### src/rtl/hilo_div_ctrl.sv
// HI/LO register file and sequencer wrapped around the multi-cycle unsigned divider.
// Optional divide-by-zero trap is enabled with the DIV_ZERO_TRAP_EN macro.
module hilo_div_ctrl #(
  parameter int unsigned ITER      = 32,
  parameter logic [5:0]  DIVU_CODE = 6'b011011,
  parameter logic [5:0]  OUT_CODE  = 6'b111111,
  parameter logic [5:0]  MFHI_CODE = 6'b010000,
  parameter logic [5:0]  MFLO_CODE = 6'b010010
) (
  input  logic        clk,
  input  logic        reset,
  input  logic [5:0]  funct,
  input  logic        ex_valid,
  input  logic [31:0] opA,
  input  logic [31:0] opB,
  output logic [31:0] div_dataA,
  output logic [31:0] div_dataB,
  output logic [5:0]  div_signal,
  input  logic [63:0] div_dataOut,
  output logic        stall,
  output logic        done,
  output logic [31:0] hi,
  output logic [31:0] lo,
  output logic [31:0] rd_data
`ifdef DIV_ZERO_TRAP_EN
  ,
  output logic        div_zero
`endif
);

  localparam int unsigned CW = (ITER > 1) ? $clog2(ITER) : 1;
  localparam logic [CW-1:0] LAST_COUNT = CW'(ITER - 1);

  typedef enum logic [2:0] {
    IDLE    = 3'd0,
    LOAD    = 3'd1,
    RUN     = 3'd2,
    CAPTURE = 3'd3,
    ZTRAP   = 3'd4
  } state_t;

  state_t        state_q, state_d;
  logic [31:0]   opa_q, opa_d;
  logic [31:0]   opb_q, opb_d;
  logic [CW-1:0] count_q, count_d;
  logic [31:0]   hi_q, hi_d;
  logic [31:0]   lo_q, lo_d;
  logic          done_q, done_d;

  logic accept;
  assign accept = ex_valid && (funct == DIVU_CODE);

  always_ff @(posedge clk or posedge reset) begin
    if (reset) begin
      state_q <= IDLE;
      opa_q   <= '0;
      opb_q   <= '0;
      count_q <= '0;
      hi_q    <= '0;
      lo_q    <= '0;
      done_q  <= 1'b0;
    end else begin
      state_q <= state_d;
      opa_q   <= opa_d;
      opb_q   <= opb_d;
      count_q <= count_d;
      hi_q    <= hi_d;
      lo_q    <= lo_d;
      done_q  <= done_d;
    end
  end

  always_comb begin
    state_d    = state_q;
    opa_d      = opa_q;
    opb_d      = opb_q;
    count_d    = count_q;
    hi_d       = hi_q;
    lo_d       = lo_q;
    done_d     = 1'b0;
    div_signal = OUT_CODE;
    case (state_q)
      IDLE: begin
        if (accept) begin
          opa_d   = opA;
          opb_d   = opB;
          state_d = LOAD;
`ifdef DIV_ZERO_TRAP_EN
          if (opB == 32'd0) state_d = ZTRAP;
`endif
        end
      end
      LOAD: begin
        // Divider samples div_dataA/B on this edge while Signal is OUT_CODE.
        count_d = '0;
        state_d = RUN;
      end
      RUN: begin
        div_signal = DIVU_CODE;
        count_d    = count_q + CW'(1);
        if (count_q == LAST_COUNT) state_d = CAPTURE;
      end
      CAPTURE: begin
        hi_d    = div_dataOut[63:32];
        lo_d    = div_dataOut[31:0];
        done_d  = 1'b1;
        state_d = IDLE;
      end
      ZTRAP: begin
        state_d = IDLE;
      end
      default: begin
        state_d = IDLE;
      end
    endcase
  end

  assign div_dataA = opa_q;
  assign div_dataB = opb_q;
  assign stall     = (state_q != IDLE);
  assign done      = done_q;
  assign hi        = hi_q;
  assign lo        = lo_q;

`ifdef DIV_ZERO_TRAP_EN
  assign div_zero = (state_q == ZTRAP);
`endif

  always_comb begin
    rd_data = 32'd0;
    if (funct == MFHI_CODE)      rd_data = hi_q;
    else if (funct == MFLO_CODE) rd_data = lo_q;
  end

endmodule

### config.mk
export PLATFORM = sky130hd
export DESIGN_NAME = hilo_div_ctrl
export DESIGN_NICKNAME = d
export VERILOG_FILES = /design/src/rtl/hilo_div_ctrl.sv
export SDC_FILE = /design/constraint.sdc
export NUM_CORES = 1
export LEC_CHECK = 0
export CAP_MARGIN = 20
export CORE_ASPECT_RATIO = 1.5
export CORE_MARGIN = 5
export CORE_UTILIZATION = 30
export CTS_CLUSTER_SIZE = 24
export DETAILED_ROUTE_END_ITERATION = 6
export DONT_BUFFER_PORTS = 1
export SYNTH_ARGS = -nofsm -noshare
export SYNTH_HDL_FRONTEND = slang
export SYNTH_SLANG_ARGS = --single-unit
export TNS_END_PERCENT = 20
### constraint.sdc
create_clock -name clk -period 4.65 [get_ports clk]
set_clock_uncertainty 0.15 [all_clocks]
set_input_delay 1.1625 -clock clk [delete_from_list [all_inputs] [get_ports clk]]
set_output_delay 1.1625 -clock clk [all_outputs]
set_load 0.02 [all_outputs]
==> reports/results.tsv <==
metric	value	unit
status	finished, final reports clean	
Synth Warn #	0	
origin of the critical flop-to-flop path	state_q[1]	
worst-margin pin slew	0.816	ns
last weighted congestion value of the routability-driven placer	0.718	
number of synthesized register bits	136	
antenna violation net count after detailed routing	0	
post-route cell area	6390	um^2
Starting Density	30.3	%
largest net degree at the start of global routing	137	
number of detailed-route iterations in the first pass	4	
io pins	305	
Final HPWL DP	9950	um
Hold Fails Final Rpt	0	
total global-route track usage	12.1	%
number of cells after detailed placement	593	
remaining max-slew budget at the tightest pin	45.6	%
sum of overflow across all layers after global routing	0	
Clock Latency Late Sink	0.40	ns
share of final-layout standard cells stronger than drive strength 1	30.0	%
NumNets Final	502	
Setup CP Type	in2out	
reg2reg setup slack	2.48	ns
arrival time at the worst endpoint	2.70	ns
area taken by flip-flops and latches	3400	um^2
area occupied by multi-input gates	2000	um^2
cell area power density	703	nW/um^2
number of synthesized flops with an enable pin	0	
fraction of registers with async set/reset	100	%
Min Clock Period, post-route	4.01	ns
max_cap viols	0	
worst-path maximum fanout	25	
capturing point of the worst reg2reg path	hi[30]	
CTS Buffer Depth	2	
aggregate routed wire length	13200	um
Cells after Synth	359	
post-place instance area	5820	um^2
CTS hold repair buffers	0	
share of total power consumed by net switching	38.2	%
Max rail drop VDD	0.000342	V
H-tree levels	4	
critical path endpoint	rd_data[22]	
via count	3069	
drt drc	0	
static leakage	2.95	nW
clock slew at the register clock pins of the worst setup and hold paths	0.06	ns
cts bufs inserted	17	
type of origin of the critical path	primary input	
Hold Crit Class	reg2reg	
area of the mapped netlist	5580	um^2
vias per inst	4.91	
antenna cells	0	
Core Area	18400	um^2
highest attainable clock frequency	0.249	GHz
data required time of the critical path	3.34	ns
vias in the first global route	3593	
post-CTS setup buffer count	0	
final setup fails	0	
clock network fraction of total power	28.4	%
part of the total power dissipated in sequential elements	54.9	%
worst reg2reg path depth	3	
synthesis-to-layout area growth	14.6	%
number of pins with negative max-slew slack in the final report	0	
Die ar.	21500	um^2
wire per inst	21.1	um
distinct cell type count of the synthesized netlist	25	
most common library cell in the layout ignoring fill and taps	sky130_fd_sc_hd__dfrtp_1	
Seq/Total Area, Yosys	61.0	%
setup tns final	0	ns
syn_area_per_cell	15.5	um^2
horizontal die dimension	121	um
drt first-iter violations	108	
type of destination of the critical path	output port	
clock tree from TritonCTS	yes	
Post-Layout Cell Count	625	
buffer cell driving the clock tree root	sky130_fd_sc_hd__clkbuf_16	
height of the die	177	um
Sinks on Clock Net	136	
RSZ-0062 raised after global routing	false	
count of buffers inserted at the top-level ports	0	
number of gates resized after cts	0	
critical path launch point	funct[5]	
combinational share of power	16.7	%
most frequent cells in the layout	sky130_fd_sc_hd__dfrtp_1, sky130_fd_sc_hd__mux2_2, sky130_fd_sc_hd__mux2_1, sky130_fd_sc_hd__a22o_1, sky130_fd_sc_hd__clkbuf_16	
internal portion of total power	2.78	mW
Synth Flop Type	sky130_fd_sc_hd__dfrtp_1	
Period Utilization, post-route	86.2	%
Sw Pwr	1.71	mW
initial antenna violation count	0	
num rows	61	
first-pass GRT wire length	19900	um
Fill cells	1811	
==> cell families (layout without fill, tap and decap cells) <==
logic type	Yosys count	in the layout	share of synthesized area (%)
flops	136	136	61.0
compound gates	39	39	5.83
simple gates	16	16	2.20
mux	130	130	26.2
fa+ha+maj	5	5	1.12
buf+inv	32	43	3.52
other cells	1	4	0.0672
==> final cells by class <==
type	count	share of cell area [%]
clock inverters	13	1.88
inverters	7	0.470
clock buffers	19	7.09
repair buffers	4	1.06
multi-input cells	194	31.3
well taps	252	4.94
flip-flops and latches	136	53.3
==> sequential cells by signal (all words and copies together) (netlist names) <==
| name | cells |
|---|---|
| div_dataA | 32 |
| div_dataB | 32 |
| done | 1 |
| lo | 32 |
| hi | 32 |
| count_q | 5 |
| state_q | 2 |
==> layer usage <==
| metal | routed length (um) | part of all wire (%) | vias to the layer above | GRT usage (%) |
|---|---|---|---|---|
| met5 | 0 | 0 | - | 0 |
| met2 | 6900 | 52 | 218 | 20.9 |
| li1 | - | - | 1297 | - |
| met3 | 1570 | 12 | 13 | 6.20 |
| met4 | 269 | 2.0 | 0 | 5.28 |
| met1 | 4430 | 34 | 1541 | 12.0 |
==> power groups by stage <==
stage / sequential [mW] / combinational, mW / clock, mW
after floorplan: 2.31 / 0.675 / 0
after global placement: 2.49 / 0.729 / 0
after global routing: 2.52 / 0.841 / 1.38
final: 2.46 / 0.751 / 1.27
after detailed placement: 2.49 / 0.774 / 0
after CTS: 2.48 / 0.769 / 1.32
==> cell usage after synthesis, types with 5 or more instances <==
cell / count / share of area [%]
sky130_fd_sc_hd__mux2_1: 60 / 12
sky130_fd_sc_hd__inv_1: 7 / 0.47
sky130_fd_sc_hd__a22o_1: 32 / 5.0
sky130_fd_sc_hd__buf_2: 10 / 0.90
sky130_fd_sc_hd__buf_6: 6 / 1.2
sky130_fd_sc_hd__dfrtp_1: 136 / 61
sky130_fd_sc_hd__buf_4: 5 / 0.67
sky130_fd_sc_hd__mux2_2: 69 / 14
sky130_fd_sc_hd__ha_1: 5 / 1.1
==> worst min-delay path by stage <==
stage,to,cells past startpoint,from
after detailed placement,count_q[3],1,count_q[3]
after global routing,count_q[0],1,count_q[0]
after global placement,count_q[3],1,count_q[3]
after floorplan,count_q[3],1,count_q[3]
final,count_q[2],1,count_q[2]
after CTS,count_q[2],1,count_q[2]
==> stage by stage <==
| stage | util, % | setup WS [ns] | power, mW | hold slack (ns) |
|---|---|---|---|---|
| 6_report | 34.7 | 0.640 | 4.49 | 0.376 |
| 3_5_place_dp | 31.6 | 0.635 | 3.27 | 0.349 |
| 5_1_grt | 34.7 | 0.590 | 4.74 | 0.402 |
| 2_1_floorplan | - | 0.982 | 2.99 | 0.316 |
| 4_1_cts | 34.7 | 0.642 | 4.57 | 0.380 |
| 3_3_place_gp | 31.6 | 0.653 | 3.22 | 0.334 |
==> worst max-delay path, cell delays in order <==
cell and delay [ns]:
sky130_fd_sc_hd__or3b_4 0.43, sky130_fd_sc_hd__nor4b_4 0.53, sky130_fd_sc_hd__buf_12 0.25, sky130_fd_sc_hd__a22o_1 0.30
Power figures use the tool's default switching activity.
